File: src/rtl/aixh_mxc_left_ptile_cell_ispe.sv
// Left-tile scaled integer PE: decode a 4/8/16-bit operand, multiply by an FP scale, round and emit a 48-bit fixed-point result.
// Optional saturation and sticky overflow flag enabled by defining AIXH_MXC_LISPE_SAT_EN.
module aixh_mxc_left_ptile_cell_ispe #(
  parameter int SM = 8
) (
  input  logic            aixh_core_clk2x,
  input  logic            aixh_core_rst,
  input  logic            enable,
  input  logic            ivalid,
  input  logic            nullify,
  input  logic [1:0]      prec_mode,
  input  logic            uint_mode,
  input  logic [15:0]     iwdata,
  input  logic [SM+4:0]   isdata,
  input  logic            stat_clr,
  output logic            ovalid,
  output logic [47:0]     omdata,
  output logic            ostat_ovf
);

  localparam int PW   = 16 + SM;
  // Wide enough for the largest left shift (40-SM) of a PW-bit product and for the rounding addend.
  localparam int MAGW = (SM > 32) ? (SM + 24) : 56;

  logic [16:0]    v_s;
  logic [15:0]    abs_s;

  logic           v1_r;
  logic [15:0]    abs1_r;
  logic           neg1_r;
  logic [SM-2:0]  mant1_r;
  logic [5:0]     exp1_r;

  logic           v2_r;
  logic [PW-1:0]  prod2_r;
  logic           neg2_r;
  logic [5:0]     exp2_r;

  logic           v3_r;
  logic [47:0]    mag3_r;
  logic           neg3_r;

  logic signed [7:0] sh_s;
  logic [6:0]        rsh_s;
  logic [MAGW-1:0]   wide_s;
  logic [47:0]       mag_s;

  // S1 operand decode to 17-bit signed value and its magnitude
  always_comb begin
    v_s   = 17'd0;
    abs_s = 16'd0;
    case (prec_mode)
      2'b00:   v_s = uint_mode ? {13'd0, iwdata[3:0]} : {{13{iwdata[3]}}, iwdata[3:0]};
      2'b01:   v_s = uint_mode ? {9'd0, iwdata[7:0]}  : {{9{iwdata[7]}}, iwdata[7:0]};
      default: v_s = {iwdata[15], iwdata};
    endcase
    if (nullify) begin
      abs_s = 16'd0;
    end else if (v_s[16]) begin
      abs_s = 16'(17'd0 - v_s);
    end else begin
      abs_s = v_s[15:0];
    end
  end

  // S3 shift by exponent-23-SM; right shifts round half-up on the magnitude
  always_comb begin
    sh_s  = $signed({2'b00, exp2_r}) - $signed(8'(23 + SM));
    rsh_s = 7'(8'd0 - sh_s);
    if (!sh_s[7]) begin
      wide_s = MAGW'(prod2_r) << sh_s[6:0];
    end else begin
      wide_s = (MAGW'(prod2_r) + (MAGW'(1) << (rsh_s - 7'd1))) >> rsh_s;
    end
  end

`ifdef AIXH_MXC_LISPE_SAT_EN
  logic sat_s;

  // Clamp magnitude to 2^47-1 so negated results stay symmetric
  always_comb begin
    sat_s = |wide_s[MAGW-1:47];
    if (sat_s) begin
      mag_s = {1'b0, {47{1'b1}}};
    end else begin
      mag_s = wide_s[47:0];
    end
  end

  // Sticky overflow; a saturating sample entering S3 wins over a coincident clear
  always_ff @(posedge aixh_core_clk2x) begin
    if (aixh_core_rst) begin
      ostat_ovf <= 1'b0;
    end else if (enable && v2_r && sat_s) begin
      ostat_ovf <= 1'b1;
    end else if (enable && stat_clr) begin
      ostat_ovf <= 1'b0;
    end
  end
`else
  logic unused_s;

  // Exact result wrapped modulo 2^48
  always_comb begin
    mag_s = wide_s[47:0];
  end

  assign unused_s  = ^{stat_clr, wide_s[MAGW-1:48]};
  assign ostat_ovf = 1'b0;
`endif

  // Valid chain and output register; omdata only updates on a valid result
  always_ff @(posedge aixh_core_clk2x) begin
    if (aixh_core_rst) begin
      v1_r   <= 1'b0;
      v2_r   <= 1'b0;
      v3_r   <= 1'b0;
      ovalid <= 1'b0;
      omdata <= 48'd0;
    end else if (enable) begin
      v1_r   <= ivalid;
      v2_r   <= v1_r;
      v3_r   <= v2_r;
      ovalid <= v3_r;
      if (v3_r) begin
        omdata <= neg3_r ? (48'd0 - mag3_r) : mag3_r;
      end
    end
  end

  // Data-path stages S1..S3, intentionally without reset
  always_ff @(posedge aixh_core_clk2x) begin
    if (enable) begin
      abs1_r  <= abs_s;
      neg1_r  <= v_s[16] & ~nullify;
      mant1_r <= isdata[SM-2:0];
      exp1_r  <= isdata[SM+4:SM-1];
      prod2_r <= PW'(abs1_r) * PW'({1'b1, mant1_r});
      neg2_r  <= neg1_r;
      exp2_r  <= exp1_r;
      mag3_r  <= mag_s;
      neg3_r  <= neg2_r;
    end
  end

endmodule
File: config.mk
export PLATFORM = sky130hd
export DESIGN_NAME = aixh_mxc_left_ptile_cell_ispe
export DESIGN_NICKNAME = d
export VERILOG_FILES = /design/src/rtl/aixh_mxc_left_ptile_cell_ispe.sv
export SDC_FILE = /design/constraint.sdc
export NUM_CORES = 1
export LEC_CHECK = 0
export BUFFER_PORTS_ARGS = -buffer_cell sky130_fd_sc_hd__buf_2
export CAP_MARGIN = 20
export CORE_ASPECT_RATIO = 2
export CORE_MARGIN = 4
export CORE_UTILIZATION = 56
export DETAILED_ROUTE_END_ITERATION = 12
export HOLD_SLACK_MARGIN = 0.15
export PLACE_DENSITY = 0.81
export REMOVE_ABC_BUFFERS = 1
export SKIP_LAST_GASP = 1
export SLEW_MARGIN = 10
export SYNTH_ARGS = -nofsm -noshare
export SYNTH_HDL_FRONTEND = slang
export SYNTH_SLANG_ARGS = --single-unit
File: constraint.sdc
create_clock -name aixh_core_clk2x -period 7.6 [get_ports aixh_core_clk2x]
set_input_delay 0.76 -clock aixh_core_clk2x [delete_from_list [all_inputs] [get_ports aixh_core_clk2x]]
set_output_delay 0.76 -clock aixh_core_clk2x [all_outputs]
set_load 0.05 [all_outputs]
# Word level (Yosys, flattened, before mapping)
# Cells that the tools add are included.
[op_classes]
n_addsub = 6
reduce_logical = 2
n_bitwise = 2
n_eq_ne = 1
mul = 1
n_mux = 6
n_shift = 3
[ops]
columns = ["operator", "n"]
rows = [
  ["$mux 48", 2],
  ["$add 24x56->56", 1],
  ["$shl 1x7->56 const A", 1],
  ["$shr 56x7->48", 1],
  ["$shl 24x7->48", 1],
  ["$sub 1x48->48 const A", 1],
  ["$mux 17", 2],
  ["$pmux 17 s2", 1],
  ["$mul 16x8->24", 1],
  ["$mux 16", 1],
  ["$sub 1x16->16 const A", 1],
  ["$sub 1x7->7 const A", 1],
  ["$sub 6x5->7 const B", 1],
  ["$sub 7x1->7 const B", 1],
  ["$eq 2x1->1 const B", 1],
  ["$logic_not 2->1", 1],
  ["$reduce_and 2->1", 1],
  ["$and 1x1->1", 1],
  ["$not 1->1", 1],
]
[word_totals]
wordCells = 35
output_inout_bits = 50
register_bits = 162
input_bits = 38

# Depth between registers and ports, before layout
# Gate-level depths: netlist of run 1.
[depth]
ltp_word = 7
depth_mapped = 30
depth_no_buf = 27

# Least setup slack after synthesis of run 1
# Ideal clock, no wire load.
[synth_timing]
path_type = "register -> register"
startpoint = "register exp2_r[0]"
endpoint = "register mag3_r[3], data pin"
setup_time_ns = 0.165
t_arrival_ns = 6.397
stages_incl_launch_ff = 30
setup_slack_ns = 1.038
path_cell_list = "edfxtp_1 > inv_1 > buf_2 > clkbuf_1 > ha_1 > buf_2 > nand2b_1 > xnor2_1 > or4_1 > a21oi_1 > nor2_1 > a211oi_1 > a21oi_1 > o21ai_0 > nand2_1 > nor3_1 > ha_1 > clkbuf_1 > and4_1 > o211ai_1 > a21oi_1 > or3_1 > a211o_1 > a221oi_1 > xnor2_1 > nand2_1 > a22o_1 > mux4_2 > o211a_1 > o31ai_2"
[synth_between]
elab_chain_len = 7
elab_cells_between_ends = 8
cone_classes = "add/sub (4); shift (3); mux (1)"
[synth_rtl]
columns = ["element", "line_no", "source"]
rows = [
  ["from (decl)", "37", "logic [5:0] exp2_r;"],
  ["from (signal assigned)", "140", "exp2_r <= exp1_r;"],
  ["$sub 6x5->7 (*)", "68", "sh_s = $signed({2'b00, exp2_r}) - $signed(8'(23 + SM));"],
  ["$sub 1x7->7", "69", "rsh_s = 7'(8'd0 - sh_s);"],
  ["$sub 7x1->7", "73", "wide_s = (MAGW'(prod2_r) + (MAGW'(1) << (rsh_s - 7'd1))) >> rsh_s;"],
  ["$shl 1x7->56", "73", ""],
  ["$add 24x56->56", "73", ""],
  ["$shr 56x7->48", "73", ""],
  ["$mux 48 (*)", "70", "if (!sh_s[7]) begin"],
  ["via wide_s[3]", "45", "logic [MAGW-1:0] wide_s;"],
  ["to (signal assigned)", "141", "mag3_r <= mag_s;"],
  ["to (decl)", "40", "logic [47:0] mag3_r;"],
]
# The timed path passes the listed nets; every way through them passes the cells marked *.
# A chain may end at the register's enable or synchronous reset.

# Final worst setup path of run 1
[layout_timing]
startpoint = "register exp2_r[0]"
endpoint = "register mag3_r[2], data pin"
# Same word-level chain as after synthesis.

==> impl_metrics.toml, run 1 <==
[placed_design]
place_congestion = 1.09
pre_cts_ws_ns = 0.154
hpwl_um = 49500
post_dp_cell_area_mm2 = 0.0174
numPortBuffers = 85

[worst_setup_path]
worstSetupStartpointType = "flop"
cp_top_family = "compound AO/OA/AOI/OAI gates"
critPathBufInv = 5
max_stage_delay_ns = 0.52
critPathRequiredTime_ns = 7.94
cp_common_cell = "buf_4"
critPathSlowestCell = "or4_1"
path_class = "flop to flop"
ff2ff_setup_slack_ns = 0.24
critPathArrivalTime_ns = 7.70
critPathMaxFanout = 11
worst_setup_path_end_kind = "flop"

[floorplanning]
chipHeight_um = 250
initial_core_util = 0.568
die-area_mm2 = 0.0322
core-area_mm2 = 0.0288
die_w_um = 129
rows = 88
ios = 88

[synth]
synth_seq_cells = 162
synth.avg_cell_area_um2 = 8.60
yosys_warnings = 0
async_flop_share = 0
yosysUniqueCellTypes = 85
syn_area_mm2 = 0.0164
synth_edf_count = 110
synthCells = 1904
synthFlopType = "edfxtp_1"
ys_seq_area_frac = 0.265

[route]
firstDrtPassIters = 5
post_drt_wl_per_cell_um = 26.5
via_per_inst = 6.63
drcViolationCount = 0
drt_iter0_markers = 1174
drt-total-wl_um = 62000
vias = 15500
drtAntennaViolNets = 0

[sta]
timing.final.ws_setup_ns = 0.237
max_freq_ghz = 0.136
hold_viol = 0
grt_setup_unrepaired = "true"
timing.slew.headroom = 0.222
finalCriticalPeriod_ns = 7.36
worstMarginPinSlew_ns = 1.15
finalSetupViolations = 0
fin_crit_sh = 0.969
maxSlewViolCount = 0
finClkSkew_ns = 0.0182

[power]
p_leak_nw = 7.43
ir_worst_vdd_mv = 0.244
p_per_area_mw_per_mm2 = 320

[clock_network]
ctsHtreeMaxLevel = 4
cts_sinks = 162
cts_tree = "yes"
cts-root-buf = "clkbuf_16"
clk_path_buf_depth = 2
clkSlewWorstSetupHoldPaths_ns = 0.08
cts_made_buffers = 17
insertion_delay_ns = 0.47

[finish]
drive_gt1_frac = 0.134
insertedDiodeCount = 0
final_area_mm2 = 0.0180
area_growth_pct = 9.64
nets = 2171

[global_route]
grt_start_max_net_pins = 94
overflow = 0
grt_pass1_vias = 15900
grt_pass1_wl_um = 93000
track_usage = 0.387
antenna_found_initial = 0

[hold_path]
hp-class = "flop to flop"

[run]
drv_cap = 0

[run_status]
outcome = "finished, final reports clean"
-- state kept, by name (all words and copies together) (netlist names), 6 cells and up --
signal / flops
abs1_r: 16
exp1_r: 6
exp2_r: 6
mag3_r: 48
mant1_r: 7
omdata: 48
prod2_r: 24
-- worst reg2reg max path: cells and delay by family, from the launching register on --
kind	cells	cell delay, ns
AOI/OAI and AO/OA	13	2.86
xor gates and xnor gates	1	0.33
adders and majority gates	2	0.57
buffers and inverters	5	0.95
DFF	1	0.45
and+or+nand+nor	7	2.09
-- cells in the final DEF (no fill, tap or decap), types with 29 or more instances in the layout --
cell type	count
buf_4	74
nand2_1	216
and2_1	98
edfxtp_1	110
dfxtp_1	52
buf_2	85
a211oi_1	64
xnor2_1	40
nand3_1	37
inv_1	88
a21oi_1	114
nor2_1	207
xor2_1	65
o22ai_1	29
ha_1	76
mux2i_1	45
fa_1	85
o21ai_0	85
-- final cells by class --
cell class | count | area, um^2
Clock buffer | 18 | 429
Clock inverter | 14 | 116
Fill cell | 2485 | 10900
Inverter | 88 | 330
Multi-Input combinational cell | 1543 | 11300
Sequential cell | 162 | 4340
Tap cell | 360 | 450
Timing Repair Buffer | 159 | 981
-- per-layer routing --
metal | track usage | share of wire | wire (um)
met2 | 0.723 | 0.54 | 33400
met1 | 0.323 | 0.29 | 17800
met3 | 0.0769 | 0.055 | 3440
met4 | 0.354 | 0.12 | 7440
met5 | 0 | 0 | 0
-- Yosys cell counts, drive strengths merged (18+ instances only) --
library cell,instances,share of area
nand2,217,0.050
nor2,209,0.048
a21oi,116,0.035
edfxtp,110,0.20
and2,99,0.038
clkbuf,92,0.021
inv,88,0.020
o21ai,87,0.027
fa,85,0.10
ha,77,0.059
a211oi,67,0.031
xor2,65,0.035
dfxtp,52,0.064
mux2i,45,0.028
xnor2,41,0.023
nand3,37,0.011
o22ai,29,0.011
o31ai,29,0.014
or3,27,0.011
nor3,25,0.0076
buf,19,0.0055
o211ai,19,0.0087
a31oi,18,0.0069
-- report_power, final --
part	total (mW)	leakage, nW	switching (mW)	internal, mW
logic	3.53	5.64	2.11	1.42
clock network	0.854	0.277	0.424	0.430
registers	1.36	1.51	0.171	1.19
-- per-stage QoR --
| stage | hold WS (ns) | cells | TNS (ns) | utilization | power [mW] |
|---|---|---|---|---|---|
| finish | 0.424 | 2344 | 0 | 0.622 | 5.74 |
| global route | 0.439 | 2344 | -0.0318 | 0.622 | 6.15 |
| CTS | 0.423 | 2344 | 0 | 0.621 | 5.67 |
| detailed placement | 0.407 | 2312 | 0 | 0.602 | 4.80 |
| global placement | 0.400 | 2311 | 0 | 0.602 | 4.68 |
| floorplan | 0.400 | 1793 | -67.83 | - | 3.75 |
-- logic make-up after synthesis --
family                   share of synthesized area
AO/OA/AOI/OAI                                0.202
XOR/XNOR                                    0.0579
adder cells (fa/ha/maj)                      0.163
buffers and inverters                       0.0468
flip-flops                                   0.265
multiplexers                                0.0619
other                                     0.000229
AND/OR/NAND/NOR                              0.203
-- final timing paths --
check | startpoint | end | cells past startpoint
worst max-delay path | exp2_r[0]$_DFFE_PP_ | mag3_r[2]$_DFFE_PP_ | 28
worst min-delay path | neg2_r$_DFFE_PP_ | neg3_r$_DFFE_PP_ | 0
worst max register to register | exp2_r[0]$_DFFE_PP_ | mag3_r[2]$_DFFE_PP_ | 28
worst min register to register | neg2_r$_DFFE_PP_ | neg3_r$_DFFE_PP_ | 0
-- timing repair --
item / 4_1_cts / 5_1_grt
resized for setup: 0 / 7
hold endpoints to repair: 0 / 0
buffers inserted: 0 / 0
endpoints found under the setup margin: 0 / 22
hold buffers: 0 / 0
Note: power is estimated with default switching activity, not from simulation.
==> run 2: changes to the inputs <==
- CORE_ASPECT_RATIO: 2 -> 0.9
- PLACE_DENSITY: 0.81 -> 0.71
==> impl_metrics.toml, run 2 (synthesis results as in run 1) <==
[power]
ir_worst_vdd_mv = 0.207
p_per_area_mw_per_mm2 = 313
p_leak_nw = 7.26

[placed_design]
place_congestion = 0.990
numPortBuffers = 85
hpwl_um = 37100

[finish]
fin_util = 0.615
largestRegisters = "mag3_r (48), omdata (48), prod2_r (24)"
multi_input_area_mm2 = 0.0113
area_growth_pct = 8.41
nets = 2134
n_fill_cell = 2532
insertedDiodeCount = 0
seq_area_mm2 = 0.00434
mostFrequentLayoutCell = "nand2_1"
drive_gt1_frac = 0.115
layout_common_cells = "216 x nand2_1, 207 x nor2_1, 115 x a21oi_1"

[worst_setup_path]
path_class = "flop to flop"
max_stage_delay_ns = 0.53
worst_setup_path_end_kind = "flop"
critPathArrivalTime_ns = 7.41
worstSetupStartpointType = "flop"
critPathSlowestCell = "mux4_2"
reg2reg_depth = 26
crit_cells = 26
critPathMaxFanout = 12
critPathRequiredTime_ns = 7.79
cp_top_family = "compound AO/OA/AOI/OAI gates"
critPathBufInv = 4

[floorplanning]
core-area_mm2 = 0.0289
initial_core_util = 0.567
rows = 59
die_w_um = 188
chipHeight_um = 170
die-area_mm2 = 0.0320
ios = 88

[route]
vias = 14600
via_per_inst = 6.24
drcViolationCount = 0
drt-total-wl_um = 46800
post_drt_wl_per_cell_um = 20.0
firstDrtPassIters = 8
drtAntennaViolNets = 0
drt_iter0_markers = 1322

[clock_network]
cts_tree = "yes"
post-cts-setup-buffers = 0
cts-root-buf = "clkbuf_16"
clkSlewWorstSetupHoldPaths_ns = 0.08
cts_sinks = 162
ctsHtreeMaxLevel = 4
insertion_delay_ns = 0.45
clk_path_buf_depth = 2
cts_made_buffers = 17

[sta]
finalSetupViolations = 0
tns_ns = 0
maxSlewViolCount = 0
grt_setup_unrepaired = "false"
max_freq_ghz = 0.139
fin_crit_sh = 0.950
finClkSkew_ns = 0.0124
finalCriticalPeriod_ns = 7.22
worstMarginPinSlew_ns = 1.04
timing.slew.headroom = 0.298
hold_viol = 0

[hold_path]
holdPathStages = 0
hp-class = "flop to flop"

[global_route]
overflow = 0
track_usage = 0.288
grt_pass1_vias = 14000
grt_start_max_net_pins = 94
antenna_found_initial = 0
grt_pass1_wl_um = 74100

[run]
drv_cap = 0

[run_status]
outcome = "finished, final reports clean"
run 2: timing repair:
item                                   4_1_cts  5_1_grt
endpoints found under the hold margin        0        0
gates resized for setup                      0        1
setup endpoints to repair                    0        1
hold buffers                                 0        0
run 2: layout make-up:
cell class	instances	share of cell area
multi-input combinational	1543	0.635
inverter	88	0.0186
clock inverter	15	0.00994
timing repair buffer	122	0.0398
tap	396	0.0279
sequential	162	0.245
clock buffer	17	0.0240
run 2: routing by layer:
metal  vias to the layer above  track usage  routed length (um)
met4                         0        0.124                2000
met5                         -            0                   0
met2                       563        0.496               22400
met3                       117       0.0412                2950
met1                      6997        0.366               19400
li1                       6940            -                   -
run 2: worst paths after layout:
| kind | from | slack (ns) | endpoint |
|---|---|---|---|
| worst max-delay path | exp2_r[0]$_DFFE_PP_ | 0.38 | mag3_r[6]$_DFFE_PP_ |
| worst max register to register | exp2_r[0]$_DFFE_PP_ | 0.38 | mag3_r[6]$_DFFE_PP_ |
| worst min register to register | exp1_r[3]$_DFFE_PP_ | 0.42 | exp2_r[3]$_DFFE_PP_ |
| worst min-delay path | exp1_r[3]$_DFFE_PP_ | 0.42 | exp2_r[3]$_DFFE_PP_ |
run 2: metrics by stage:
stage | instance area [um^2] | power, mW | setup WS [ns] | hold slack (ns) | cells
final | 17700 | 5.56 | 0.380 | 0.421 | 2343
after global routing | 17700 | 5.98 | 0.000446 | 0.426 | 2343
after CTS | 17700 | 5.54 | 0.551 | 0.423 | 2343
after detailed placement | 17100 | 4.63 | 0.609 | 0.406 | 2311
after global placement | 17100 | 4.53 | 0.663 | 0.402 | 2311
after floorplan | 15900 | 3.75 | -2.99 | 0.400 | 1793
run 2: report_power, final:
| group | internal, mW | switching [mW] |
|---|---|---|
| Clock | 0.448 | 0.432 |
| Combinational | 1.38 | 1.91 |
| Sequential | 1.19 | 0.196 |
==> run 3: changes to the inputs <==
- RECOVER_POWER: not set -> 25
==> impl_metrics.toml, run 3 (synthesis results as in run 1) <==
[run_status]
outcome = "finished with violations"
violations = "capacitance limit, slew limit"

[worst_setup_path]
startpoint = "exp2_r[0]$_DFFE_PP_"
reg2reg_depth = 26
critPathSlowestCell = "mux4_2"
critPathRequiredTime_ns = 7.79
critPathArrivalTime_ns = 7.39
path_class = "flop to flop"
r2r_end = "mag3_r[6]$_DFFE_PP_"
max_stage_delay_ns = 0.52
r2r-start = "exp2_r[0]$_DFFE_PP_"
critPathMaxFanout = 12
ff2ff_setup_slack_ns = 0.40
worstSetupStartpointType = "flop"
worst_setup_path_end_kind = "flop"
cp-endpoint = "mag3_r[6]$_DFFE_PP_"
critPathBufInv = 4
cp_top_family = "compound AO/OA/AOI/OAI gates"
crit_cells = 26

[finish]
n_fill_cell = 2547
drive_gt1_frac = 0.102
area_growth_pct = 8.22
insertedDiodeCount = 0
layout_common_cells = "216 x nand2_1, 207 x nor2_1, 115 x a21oi_1"
mostFrequentLayoutCell = "nand2_1"
largestRegisters = "mag3_r (48), omdata (48), prod2_r (24)"
nets = 2134
fin_cells = 2343

[power]
p_per_area_mw_per_mm2 = 313
p_leak_nw = 7.16
ir_worst_vdd_mv = 0.206

[clock_network]
cts_tree = "yes"
ctsHtreeMaxLevel = 4
cts-root-buf = "clkbuf_16"
cts_sinks = 162
cts_made_buffers = 17
insertion_delay_ns = 0.45
clkSlewWorstSetupHoldPaths_ns = 0.07
clk_path_buf_depth = 2

[sta]
fin_crit_sh = 0.948
max_freq_ghz = 0.139
finClkSkew_ns = 0.0128
maxSlewViolCount = 36
finalCriticalPeriod_ns = 7.20
tns_ns = 0
worstMarginPinSlew_ns = 2.03
finalSetupViolations = 0
timing.slew.headroom = -0.352
whs_ns = 0.421
hold_viol = 0
grt_setup_unrepaired = "false"

[global_route]
track_usage = 0.288
overflow = 0
grt_start_max_net_pins = 94
grt_pass1_wl_um = 74100
grt_pass1_vias = 14000
antenna_found_initial = 0

[placed_design]
hpwl_um = 37100
place_congestion = 0.990
dp_cells = 2311
numPortBuffers = 85

[floorplanning]
chipHeight_um = 170
rows = 59
core-area_mm2 = 0.0289
ios = 88
die-area_mm2 = 0.0320
die_w_um = 188
initial_core_util = 0.567

[route]
firstDrtPassIters = 6
post_drt_wl_per_cell_um = 20.0
wl_met1_um = 19300
met2_length_um = 22300
route.met3.wl_um = 3150
drtAntennaViolNets = 0
drt-total-wl_um = 46800
vias = 14600
via_per_inst = 6.22
drt_iter0_markers = 1328
top_layer_used = "met4"
drcViolationCount = 0

[hold_path]
hp-class = "flop to flop"

[run]
drv_cap = 1
run 3: worst reg2reg max path: cells and delay by family, from the launching register on:
kind | cells | cell delay [ns]
flip-flops | 1 | 0.39
adder cells (fa/ha/maj) | 3 | 1.04
buffers and inverters | 4 | 0.72
AO/OA/AOI/OAI | 10 | 2.36
multiplexers | 2 | 0.86
AND/OR/NAND/NOR | 6 | 1.37
XOR/XNOR | 1 | 0.22
run 3: how the worst min path moves through the flow:
stage                        start                  end  slack [ns]  cells past startpoint
4_1_cts        exp1_r[3]$_DFFE_PP_  exp2_r[3]$_DFFE_PP_        0.42                      0
2_1_floorplan  exp1_r[0]$_DFFE_PP_  exp2_r[0]$_DFFE_PP_        0.40                      0
3_5_place_dp   exp1_r[3]$_DFFE_PP_  exp2_r[3]$_DFFE_PP_        0.41                      0
5_1_grt        exp1_r[3]$_DFFE_PP_  exp2_r[3]$_DFFE_PP_        0.43                      0
6_report       exp1_r[3]$_DFFE_PP_  exp2_r[3]$_DFFE_PP_        0.42                      0
3_3_place_gp      neg2_r$_DFFE_PP_     neg3_r$_DFFE_PP_        0.40                      0
run 3: metal layers:
layer / vias up / track usage
met2: 583 / 0.496
met4: 0 / 0.124
li1: 6936 / -
met3: 112 / 0.0412
met5: - / 0
met1: 6931 / 0.366
run 3: area by class of cell:
class,count,area [um^2],share of cell area
clock buffer,17,425,0.0240
clock inverter,15,176,0.00996
inverter,88,330,0.0186
multi-input combinational,1543,11300,0.636
sequential,162,4340,0.245
tap,396,495,0.0280
timing repair buffer,122,673,0.0380
run 3: timing repair:
action,CTS,global route
endpoints found under the setup margin,0,1
buffers inserted,0,0
hold buffers,0,0
gates resized for setup,0,1
run 3: through the flow:
stage	power, mW	setup WS, ns	util	instance area, um^2
after floorplan	3.75	-2.99	-	15900
after global placement	4.53	0.663	0.594	17100
after detailed placement	4.63	0.609	0.594	17100
after CTS	5.54	0.551	0.615	17700
after global routing	5.98	0.000446	0.614	17700
final	5.55	0.396	0.614	17700
run 3: report_power, final:
group | internal [mW] | switching [mW] | total [mW]
registers | 1.19 | 0.197 | 1.39
logic | 1.38 | 1.91 | 3.28
clock network | 0.448 | 0.430 | 0.878
total | 3.01 | 2.53 | 5.55
